## src/rtl/mem_bus_responder.sv

```systemverilog
// mem_bus_responder: memory-side responder for the core's instruction/data bus.
// Four-phase handshake: the core raises Req with Wr/Addr/WData stable and
// holds it until Ack is seen; the responder raises Ack (with RData/Err valid)
// and holds it until Req drops, then lowers Ack and returns to IDLE. Dropping
// Req before Ack aborts the access with no side effects.
// Per-type wait states are counted in WAIT. Accesses at Addr >= DEPTH return
// Err instead of touching storage. Storage has no reset.
module mem_bus_responder #(
    parameter int ADDR_W  = 8,
    parameter int DATA_W  = 16,
    parameter int DEPTH   = 192,
    parameter int RD_WAIT = 2,
    parameter int WR_WAIT = 1
) (
    input  logic              Clk,
    input  logic              Reset,
    input  logic              Req,
    input  logic              Wr,
    input  logic [ADDR_W-1:0] Addr,
    input  logic [DATA_W-1:0] WData,
    output logic [DATA_W-1:0] RData,
    output logic              Ack,
    output logic              Err,
    output logic              Busy,
    output logic [1:0]        DbgState
);

    localparam int IDX_W = (DEPTH > 1) ? $clog2(DEPTH) : 1;
    localparam logic [ADDR_W:0] DEPTH_L = (ADDR_W + 1)'(DEPTH);
    localparam logic [3:0] RD_CNT = 4'(RD_WAIT);
    localparam logic [3:0] WR_CNT = 4'(WR_WAIT);

    typedef enum logic [1:0] {
        S_IDLE = 2'd0,
        S_WAIT = 2'd1,
        S_ACK  = 2'd2
    } state_e;

    state_e              state_q, state_d;
    logic [3:0]          cnt_q, cnt_d;
    logic                wr_q, wr_d;
    logic [ADDR_W-1:0]   addr_q, addr_d;
    logic [DATA_W-1:0]   wdata_q, wdata_d;
    logic [DATA_W-1:0]   rdata_q, rdata_d;
    logic                ack_q, ack_d;
    logic                err_q, err_d;
    logic                mem_we;
    logic                in_range;
    logic [IDX_W-1:0]    mem_idx;
    logic [DATA_W-1:0]   mem_rdata;

    logic [DATA_W-1:0]   mem [DEPTH];

    // In-range addresses fit in IDX_W bits, so the low bits index storage.
    assign in_range  = ({1'b0, addr_q} < DEPTH_L);
    assign mem_idx   = addr_q[IDX_W-1:0];
    assign mem_rdata = mem[mem_idx];

    // Next-state and access decode; all held values default to their registers.
    always_comb begin
        state_d = state_q;
        cnt_d   = cnt_q;
        wr_d    = wr_q;
        addr_d  = addr_q;
        wdata_d = wdata_q;
        rdata_d = rdata_q;
        ack_d   = ack_q;
        err_d   = err_q;
        mem_we  = 1'b0;
        case (state_q)
            S_IDLE: begin
                if (Req) begin
                    wr_d    = Wr;
                    addr_d  = Addr;
                    wdata_d = WData;
                    cnt_d   = Wr ? WR_CNT : RD_CNT;
                    state_d = S_WAIT;
                end
            end
            S_WAIT: begin
                if (!Req) begin
                    // Abort: leave storage, RData and Err as they were.
                    state_d = S_IDLE;
                end else if (cnt_q != 4'd0) begin
                    cnt_d = cnt_q - 4'd1;
                end else begin
                    ack_d   = 1'b1;
                    state_d = S_ACK;
                    if (in_range) begin
                        err_d = 1'b0;
                        if (wr_q) begin
                            mem_we = 1'b1;
                        end else begin
                            rdata_d = mem_rdata;
                        end
                    end else begin
                        err_d = 1'b1;
                        if (!wr_q) begin
                            rdata_d = '0;
                        end
                    end
                end
            end
            S_ACK: begin
                if (!Req) begin
                    ack_d   = 1'b0;
                    err_d   = 1'b0;
                    state_d = S_IDLE;
                end
            end
            default: begin
                state_d = S_IDLE;
            end
        endcase
    end

    // Control and response registers; Reset wins over any in-flight access.
    always_ff @(posedge Clk) begin
        if (Reset) begin
            state_q <= S_IDLE;
            cnt_q   <= 4'd0;
            wr_q    <= 1'b0;
            addr_q  <= '0;
            wdata_q <= '0;
            rdata_q <= '0;
            ack_q   <= 1'b0;
            err_q   <= 1'b0;
        end else begin
            state_q <= state_d;
            cnt_q   <= cnt_d;
            wr_q    <= wr_d;
            addr_q  <= addr_d;
            wdata_q <= wdata_d;
            rdata_q <= rdata_d;
            ack_q   <= ack_d;
            err_q   <= err_d;
        end
    end

    // Storage write port; unreset so contents survive Reset, blocked while Reset is high.
    always_ff @(posedge Clk) begin
        if (mem_we && !Reset) begin
            mem[mem_idx] <= wdata_q;
        end
    end

    assign RData    = rdata_q;
    assign Ack      = ack_q;
    assign Err      = err_q;
    assign Busy     = (state_q != S_IDLE);
    assign DbgState = state_q;

endmodule

```

## config.mk

```make
export PLATFORM = sky130hd
export DESIGN_NAME = mem_bus_responder
export DESIGN_NICKNAME = d
export VERILOG_FILES = /design/src/rtl/mem_bus_responder.sv
export SDC_FILE = /design/constraint.sdc
export NUM_CORES = 2
export LEC_CHECK = 0
export BUFFER_PORTS_ARGS = -buffer_cell sky130_fd_sc_hd__buf_2
export CORE_MARGIN = 4
export CORE_UTILIZATION = 28
export DETAILED_ROUTE_END_ITERATION = 12
export PLACE_DENSITY = 0.39
export SLEW_MARGIN = 10
export SYNTH_ARGS = -nofsm -noshare
export SYNTH_HDL_FRONTEND = slang
export SYNTH_SLANG_ARGS = --single-unit
export TNS_END_PERCENT = 1
```

## constraint.sdc

```tcl
create_clock -name Clk -period 3.9 [get_ports Clk]
set_input_delay 0.585 -clock Clk [delete_from_list [all_inputs] [get_ports Clk]]
set_output_delay 0.585 -clock Clk [all_outputs]
set_load 0.01 [all_outputs]
```

==> run summary <==
post-synthesis area per instance: 21.9 sq um
die area: 442000 sq um
area of the mapped netlist: 121000 sq um
Slew @ Worst Pin: 1320 ps
Max VDD drop: 0.000356 V
RSZ-0062 raised after global routing: no
YS warnings: 0
Area contributors post-synth: edfxtp_1 (76%), mux4_2 (14%), mux2i_1 (1.4%), dfxtp_1 (0.95%), nand2_1 (0.85%)
cell row count: 240
PwrDens: 515 nW/um^2
final setup vio count: 1
Slew Limit Headroom: 11.7%
sequential cell fraction of total power: 50.2%
min-delay src: Addr[1]
final core utilization: 33.7%
Required @ worst endpoint: 4750 ps
initial antenna violation count: 23
P_int: 57300 uW
Final ANT Viol Nets: 0
failing checks: setup timing
Initial DRT Pass Iterations: 5
WS Path Type: flop to flop
I/O Buffers: 48
vias per inst: 4.95
number of synthesized flops with an enable pin: 3072
Psw: 17000 uW
Max-cap violations: 0
Cells after DPL: 11600
Mapped Cells: 5518
H-tree levels: 5
overall routing resource usage: 18.0%
Slew Viols, Final: 0
count leader, synth: edfxtp_1
Clk Latency, worst-skew pair: 970 ps
Pleak: 0.0459 uW
main flop type after synthesis: edfxtp_1
boundary pin count: 49
Cell variety after synth: 75
layout cells sized above 1: 33.0%
clock network power share: 43.3%
period utilisation layout: 102%
number of global-route vias before repair: 62400
Hold WC Path Type: input port to flop
outcome: complete, but fails checks
Clock Sink Count: 3129
dpl hpwl: 259 mm
Synth Register Bits: 3129
fmax: 253 MHz
pin count of the biggest net entering global routing: 129
DRT iter0 DRCs: 6188
final-layout fill cell count: 40300
GR Util met2: 29.3%
total CTS buffers: 359
met3 Usage GRT: 2.62%
post-synth top area cell: edfxtp_1
Net Sw Frac: 22.9%
Horiz. Die Dim: 665 um
critical path peak fanout: 20
critical path launch point type: flop
# nets final: 6289
GRT overflow: 0
clock skew: 77.3 ps
worst hold slack: 87.1 ps
Yosys top cell area share: 76.4%
Post-Route WL: 404 mm
area of the core: 429000 sq um
DR vias: 60500
Final Power: 74400 uW
GPL Wtd Cong: 0.824
initial core utilization: 28.2%
P&R area growth vs syn: 19.6%
Top Usage Layer GRT: met2
drt wl/cell: 33.0 um
post-route insts no fill: 12200
R2R depth: 10
Clock Tree Root: clkbuf_16
synth cell count leaders: edfxtp_1 (3072), mux4_2 (741), nand2_1 (273)
hold depth: 3
number of remaining DRC errors: 0
TritonCTS clock tree: built
Final min period: 3960 ps
final worst slack: -60.1 ps
Worst-path clk slew: 60 ps
CP Data Arrival Time: 4810 ps
Combinational Power Share: 6.5%
met1 usage: 24.8%
first-pass GRT wire length: 551 mm
Critical Path End Type: flop
Clock Path Buffers: 4
ys async rst share: 0%
Seq/Total Area, Yosys: 77.4%
Die H: 665 um
Hold Vio Cnt, Final: 0
Net Count, Synth: 5548
## critical path, stage by stage (launching register included)
cell and delay, ps:
dfxtp_4 680, buf_12 260, buf_12 220, or2_2 400, buf_4 210, o21ai_0 80, a21oi_1 790, o21ai_0 610
a21oi_1 290, o311ai_1 110, a31oi_1 140
## cells by family after synthesis
group                    after synthesis  synth area share [%]
flip-flops                          3129                  77.4
AO/OA/AOI/OAI                        400                  2.28
AND/OR/NAND/NOR                      703                  2.54
adder cells (fa/ha/maj)                2                0.0207
multiplexers                         962                  16.1
XOR/XNOR                               2                0.0145
buffers and inverters                320                  1.73
## layer usage
layer  vias to the layer above  share of wire [%]
met5                         -                  0
met4                         0                3.2
met3                       503                5.1
met2                      1779                 48
met1                     33500                 44
li1                      24800                  -
## metrics by stage
stage	area [sq um]	TNS [ps]	setup WS [ps]
finish	144000	-60.1	-60.1
global route	144000	0	102
CTS	144000	-9.55	-9.55
detailed placement	133000	-22140	-454
global placement	133000	-453110	-621
floorplan	121000	0	590
## worst paths after layout
kind / end / slack [ps]
worst max-delay path: RData[1] / -60
worst min-delay path: addr_q[1] / 90
worst max register to register: RData[1] / -60
worst min register to register: cnt_q[1] / 480
## cell usage in the layout, fill, tap and decap left out, types with 10 or more instances in the layout
master,Yosys,routed
a211oi_1,32,31
nor2_1,237,44
clkinv_1,1,90
nand4_1,10,10
nor2_2,0,192
buf_2,77,48
a31oi_1,20,20
clkbuf_1,114,80
a22oi_1,65,65
dfxtp_4,0,21
edfxtp_1,3072,3072
nand3_1,63,56
o221ai_1,15,15
mux4_2,741,741
clkinvlp_4,0,12
clkinv_2,0,50
clkbuf_16,0,363
mux2i_1,174,173
bufinv_16,0,22
nor2b_1,27,23
buf_4,42,495
a21oi_1,93,92
mux2_2,19,19
nand2_1,273,273
and3_1,23,23
nor3_1,19,17
a22o_1,16,16
a221oi_1,13,13
dfxtp_1,57,35
o22ai_1,48,48
dlygate4sd3_1,0,18
o21ai_0,25,25
buf_12,13,132
mux4_1,28,28
## final cells by class
class                   count  area (sq um)  area share (%)
diodes                      6          15.0          0.0104
clock buffers             444          9400            6.51
clock inverters           197          1710            1.19
inverters                   7          38.8          0.0269
multi-input cells        2069         25900            17.9
flip-flops and latches   3129         93500            64.7
well taps                5687          7120            4.93
repair buffers            693          6780            4.70
## state kept, by name, indices dropped and copies added, names as in the netlist, named ones only
register and cells:
mem 3072, RData 16, wdata_q 16, addr_q 8, cnt_q 4, DbgState 2, Ack 1, Err 1
wr_q 1
## power by group through the flow
| stage | Clock, uW | Combinational (uW) | Sequential [uW] |
|---|---|---|---|
| 2_1_floorplan | 0 | 2180 | 38200 |
| 3_3_place_gp | 0 | 4850 | 38000 |
| 3_5_place_dp | 0 | 4880 | 38100 |
| 4_1_cts | 33100 | 4900 | 37300 |
| 5_1_grt | 34500 | 5050 | 37300 |
| 6_report | 32200 | 4800 | 37300 |
## timing repair
action,in CTS,in global routing
endpoints found under the setup margin,359,231
setup buffers,0,6
endpoints found under the hold margin,21,0
hold buffers,18,0
gates cloned,0,0
gates resized for setup,5,1
Power figures use the tool's default switching activity.
